File: config.mk
export PLATFORM = sky130hd
export DESIGN_NAME = mdu_dispatcher
export DESIGN_NICKNAME = d
export VERILOG_FILES = /design/src/rtl/mdu_dispatcher.sv
export SDC_FILE = /design/constraint.sdc
export NUM_CORES = 1
export LEC_CHECK = 0
export ABC_AREA = 1
export BUFFER_PORTS_ARGS = -buffer_cell sky130_fd_sc_hd__buf_2
export CAP_MARGIN = 20
export CORE_ASPECT_RATIO = 1.4
export CORE_MARGIN = 2
export CORE_UTILIZATION = 56
export CTS_BUF_LIST = sky130_fd_sc_hd__clkbuf_8 sky130_fd_sc_hd__clkbuf_16
export DETAILED_ROUTE_END_ITERATION = 6
export GPL_TIMING_DRIVEN = 0
export PLACE_DENSITY = 0.81
export SLEW_MARGIN = 30
export SYNTH_ARGS = -nofsm -noshare
export SYNTH_HDL_FRONTEND = slang
export SYNTH_SLANG_ARGS = --single-unit
File: constraint.sdc
create_clock -name clk -period 2.1 [get_ports clk]
set_input_delay 0.42 -clock clk [delete_from_list [all_inputs] [get_ports clk]]
set_output_delay 0.42 -clock clk [all_outputs]
set_load 0.01 [all_outputs]
File: src/rtl/mdu_dispatcher.sv
// Issues RV32M ops to an external MDU; divide-by-zero, signed overflow and cache hits answer
// one cycle after accept without the MDU, everything else responds the cycle after mdu_done.
module mdu_dispatcher (
  input  logic        clk,
  input  logic        reset,
  input  logic        req_valid,
  output logic        req_ready,
  input  logic [2:0]  req_op,
  input  logic [31:0] req_rs1,
  input  logic [31:0] req_rs2,
  input  logic [4:0]  req_rd,
  input  logic        flush,
  output logic        stall,
  output logic        resp_valid,
  output logic [31:0] resp_data,
  output logic [4:0]  resp_rd,
  output logic        mdu_start,
  output logic [2:0]  mdu_operation,
  output logic [31:0] mdu_x,
  output logic [31:0] mdu_y,
  input  logic        mdu_done,
  input  logic [31:0] mdu_result
);

  typedef enum logic [1:0] {S_IDLE, S_WAIT, S_DRAIN} state_t;

  state_t      r_state;
  logic        r_mdu_start;
  logic        r_resp_vld;
  logic [31:0] r_resp_dat;
  logic [4:0]  r_resp_rd;
  logic [2:0]  r_op;
  logic [31:0] r_rs1;
  logic [31:0] r_rs2;
  logic [4:0]  r_rd;

  logic        r_c_vld;
  logic [2:0]  r_c_op;
  logic [31:0] r_c_rs1;
  logic [31:0] r_c_rs2;
  logic [31:0] r_c_result;

  logic        w_accept;
  logic        w_rs2_zero;
  logic        w_ovf;
  logic        w_hit;
  logic        w_fast;
  logic [31:0] w_fast_dat;
  logic        w_done_ok;

  assign w_accept   = (r_state == S_IDLE) && req_valid && !flush;
  assign w_rs2_zero = (req_rs2 == 32'h0000_0000);
  assign w_ovf      = (req_rs1 == 32'h8000_0000) && (req_rs2 == 32'hFFFF_FFFF);
  assign w_hit      = r_c_vld && (r_c_op == req_op) && (r_c_rs1 == req_rs1) && (r_c_rs2 == req_rs2);
  // The start cycle's mdu_done may belong to an abandoned operation.
  assign w_done_ok  = mdu_done && !r_mdu_start;

  always_comb begin
    w_fast     = 1'b0;
    w_fast_dat = 32'h0000_0000;
    case (req_op)
      3'b100: begin
        if (w_rs2_zero) begin
          w_fast     = 1'b1;
          w_fast_dat = 32'hFFFF_FFFF;
        end else if (w_ovf) begin
          w_fast     = 1'b1;
          w_fast_dat = 32'h8000_0000;
        end
      end
      3'b101: begin
        if (w_rs2_zero) begin
          w_fast     = 1'b1;
          w_fast_dat = 32'hFFFF_FFFF;
        end
      end
      3'b110: begin
        if (w_rs2_zero) begin
          w_fast     = 1'b1;
          w_fast_dat = req_rs1;
        end else if (w_ovf) begin
          w_fast     = 1'b1;
          w_fast_dat = 32'h0000_0000;
        end
      end
      3'b111: begin
        if (w_rs2_zero) begin
          w_fast     = 1'b1;
          w_fast_dat = req_rs1;
        end
      end
      default: ;
    endcase
    if (!w_fast && w_hit) begin
      w_fast     = 1'b1;
      w_fast_dat = r_c_result;
    end
  end

  always_ff @(posedge clk or negedge reset) begin
    if (!reset) begin
      r_state     <= S_IDLE;
      r_mdu_start <= 1'b0;
      r_resp_vld  <= 1'b0;
      r_resp_dat  <= 32'h0000_0000;
      r_resp_rd   <= 5'd0;
      r_op        <= 3'd0;
      r_rs1       <= 32'h0000_0000;
      r_rs2       <= 32'h0000_0000;
      r_rd        <= 5'd0;
      r_c_vld     <= 1'b0;
      r_c_op      <= 3'd0;
      r_c_rs1     <= 32'h0000_0000;
      r_c_rs2     <= 32'h0000_0000;
      r_c_result  <= 32'h0000_0000;
    end else begin
      r_mdu_start <= 1'b0;
      r_resp_vld  <= 1'b0;
      case (r_state)
        S_IDLE: begin
          if (w_accept) begin
            r_op  <= req_op;
            r_rs1 <= req_rs1;
            r_rs2 <= req_rs2;
            r_rd  <= req_rd;
            if (w_fast) begin
              r_resp_vld <= 1'b1;
              r_resp_dat <= w_fast_dat;
              r_resp_rd  <= req_rd;
            end else begin
              r_mdu_start <= 1'b1;
              r_state     <= S_WAIT;
            end
          end
        end
        S_WAIT: begin
          if (flush) begin
            r_state <= w_done_ok ? S_IDLE : S_DRAIN;
          end else if (w_done_ok) begin
            r_resp_vld <= 1'b1;
            r_resp_dat <= mdu_result;
            r_resp_rd  <= r_rd;
            r_c_vld    <= 1'b1;
            r_c_op     <= r_op;
            r_c_rs1    <= r_rs1;
            r_c_rs2    <= r_rs2;
            r_c_result <= mdu_result;
            r_state    <= S_IDLE;
          end
        end
        S_DRAIN: begin
          if (mdu_done) begin
            r_state <= S_IDLE;
          end
        end
        default: r_state <= S_IDLE;
      endcase
    end
  end

  assign req_ready     = (r_state == S_IDLE);
  assign stall         = (r_state != S_IDLE);
  assign resp_valid    = r_resp_vld;
  assign resp_data     = r_resp_dat;
  assign resp_rd       = r_resp_rd;
  assign mdu_start     = r_mdu_start;
  assign mdu_operation = r_op;
  assign mdu_x         = r_rs1;
  assign mdu_y         = r_rs2;

endmodule

==> results.yml <==
worst_setup_path:
  start_kind: "register"
  end_kind: "register"
  crit_top_cell: "nand2_1"
  crit_buf_inv: 1
  worstPathCellList: "xor2_1 > nor3_2 > nand2_1 > nor2_2 > nand2_2 > nor2_4 > nand3_4 > buf_4 > nand2_1 > nand3_1 > a21oi_1"
  cp_slowest_cell: "dfrtp_1"
  cpLargestDelayFamily: "simple AND/OR/NAND/NOR gates"
  path_max_fanout: 6
  max_stage_delay_ns: 0.44
  required_ns: 2.51
  arrival_ns: 2.52
  crit_type: "reg -> reg"
timing:
  rsz0062_at_grt: "yes"
  fin_crit_sh: 1.01
  final_max_slew_viol_count: 0
  setup_ws_ns: -0.0125
  fin_setup_tns_ns: -0.0137
  fmax_ghz: 0.473
  slew_headroom: 0.465
  hold_slack_ns: 0.171
  period_needed_ns: 2.11
  finalSetupViolations: 2
  worst_pin_slew_ns: 0.803
  final-hold-violation-count: 0
  worst_clock_skew_ns: 0.0162
run_status:
  status: "finished, violations left"
  violations: "negative setup slack"
clock_tree:
  clk_latency_ns: 0.50
  ctsHtreeMaxLevel: 1
  clock_path_buffers: 3
  ctsRootBufferMaster: "clkbuf_16"
  clk_pin_slew_ns: 0.07
  cts_tree: "yes"
  cts_buffers: 21
  cts.sinks: 213
yosys:
  yosysTopAreaCell: "dfrtp_1"
  synth.most_common_cell: "nand2_1"
  synth_flop_cell: "dfrtp_1"
  synth_warnings: 0
  synth_cell_types: 29
  yosys_register_bits: 213
  syn_nets: 1658
  avgSynthCellArea_um2: 7.19
  yosysSeqAreaShare: 0.479
  syn_inst: 1549
  ys_top_cells_by_count: "nand2_1 (472), dfrtp_1 (213), inv_1 (206)"
  async_flop_share: 1.00
  synth_edf_count: 0
  synthTopCellsByArea: "dfrtp_1 (48%), nand2_1 (16%), o21ai_0 (7.3%), inv_1 (6.9%), nor2_1 (6.1%)"
  synth_top_area_share: 0.479
  synth.cell_area_um2: 11100
final_layout:
  drive_gt1_frac: 0.234
  area_delta_synth_final_pct: 24.3
  final_area_um2: 13800
  finish.utilization: 0.703
  nNetsFinal: 1919
placed_design:
  dp_hpwl_um: 29000
  port_buffers: 216
  pre_cts_ws_ns: -0.797
  postPlaceCellArea_um2: 12600
  place.gp.congestion: 0.970
routing:
  totalWireLength_um: 38800
  via_per_inst: 5.65
  drtPass1Iterations: 5
  drc: 0
  num_vias: 11727
  avgRoutedWirePerCell_um: 18.7
  drt-initial-drc-count: 1260
  ant_nets: 0
grt:
  antenna_found_initial: 1
  grt_max_degree: 80
  gr-total-overflow: 0
  grt_pass1_wl_um: 58400
  grt_pass1_vias: 11149
  track_usage: 0.361
floorplanning:
  ios: 217
  die_area_um2: 21000
  row_count: 61
  initial_core_util: 0.565
  core_um2: 19700
  die_x_um: 123
  die_h_um: 171
power_and_ir_drop:
  ir_worst_vdd_v: 0.000760
  p_leak_nw: 7.42
  power_density_nw_per_um2: 1100
min_path:
  hp-class: "in -> reg"
run:
  max-cap-violations: 0
==> flip-flops by register name (all words and copies together) (netlist names) <==
| name | flops |
|---|---|
| mdu_operation | 3 |
| mdu_start | 1 |
| mdu_x | 32 |
| mdu_y | 32 |
| r_c_op | 3 |
| r_c_result | 32 |
| r_c_rs1 | 32 |
| r_c_rs2 | 32 |
| r_c_vld | 1 |
| r_rd | 5 |
| r_state | 2 |
| resp_data | 32 |
| resp_rd | 5 |
| resp_valid | 1 |
==> worst register-to-register path, cell delays in order (launching register included) <==
cell	delay [ns]
dfrtp_1	0.44
xor2_1	0.23
nor3_2	0.14
nand2_1	0.10
nor2_2	0.15
nand2_2	0.08
nor2_4	0.19
nand3_4	0.18
buf_4	0.21
nand2_1	0.07
nand3_1	0.09
a21oi_1	0.16
==> layer usage <==
metal	up-vias	share of wire	wire, um	GRT usage
met2	631	0.50	19300	0.604
met4	0	0.067	2610	0.230
met3	154	0.075	2910	0.0520
li1	5414	-	-	-
met5	-	0	0	0
met1	5528	0.36	14000	0.432
==> cell type report <==
class / count / area, um2
Multi-Input combinational cell: 1051 / 5060
Fill cell: 1625 / 5860
Timing Repair Buffer: 238 / 1300
Tap cell: 252 / 315
Buffer: 67 / 348
Clock inverter: 11 / 73.8
Antenna cell: 1 / 2.50
Clock buffer: 25 / 581
Sequential cell: 213 / 5330
Inverter: 218 / 823
==> power by group <==
part / switching [mW] / leakage, nW / internal (mW)
combinational: 3.21 / 4.46 / 1.90
clock: 1.59 / 0.347 / 2.07
sequential: 0.917 / 2.61 / 5.57
total: 5.72 / 7.42 / 9.54
==> cells in the final DEF, fill, tap and decap left out, drive strengths merged, types with 31 or more instances in the layout <==
cell type,Yosys,layout
nand3,59,59
a21oi,38,38
nor2,189,189
dfrtp,213,213
o22ai,31,31
buf,22,258
o21ai,163,163
clkbuf,45,71
nand2,473,473
inv,215,222
nand4,59,59
==> worst paths after layout <==
kind	depth (start not counted)	startpoint	slack [ns]	endpoint
max in group asynchronous	3	reset	0.82	mdu_y[29]
min in group asynchronous	2	reset	0.49	mdu_y[1]
max reg2reg	11	r_c_rs1[28]	-0.01	resp_data[6]
min reg2reg	2	resp_rd[1]	0.49	resp_rd[1]
max	11	r_c_rs1[28]	-0.01	resp_data[6]
min	2	flush	0.17	r_state[0]
==> timing repair <==
item,4_1_cts,5_1_grt
gates resized for setup,26,107
endpoints found under the setup margin,194,123
pin swaps,5,26
hold endpoints to repair,77,0
cloned,0,3
buffers inserted,3,13
hold buffers,1,0
==> metrics by stage <==
step	instances	total power [mW]
floorplan	1549	9.12
global placement	2017	10.9
detailed placement	2019	11.1
CTS	2059	14.8
global route	2076	16.1
finish	2076	15.3
==> cells by family (layout without fill, tap and decap cells) <==
group           after synthesis  after routing  synth area share
compound gates              234            234             0.109
xor+xnor                     10             10           0.00787
buf+inv                     285            559             0.103
mux                           2              2           0.00202
simple gates                805            805             0.299
flops                       213            213             0.479
other cells                   0              1                 0
Note: power is estimated with default switching activity, not from simulation.
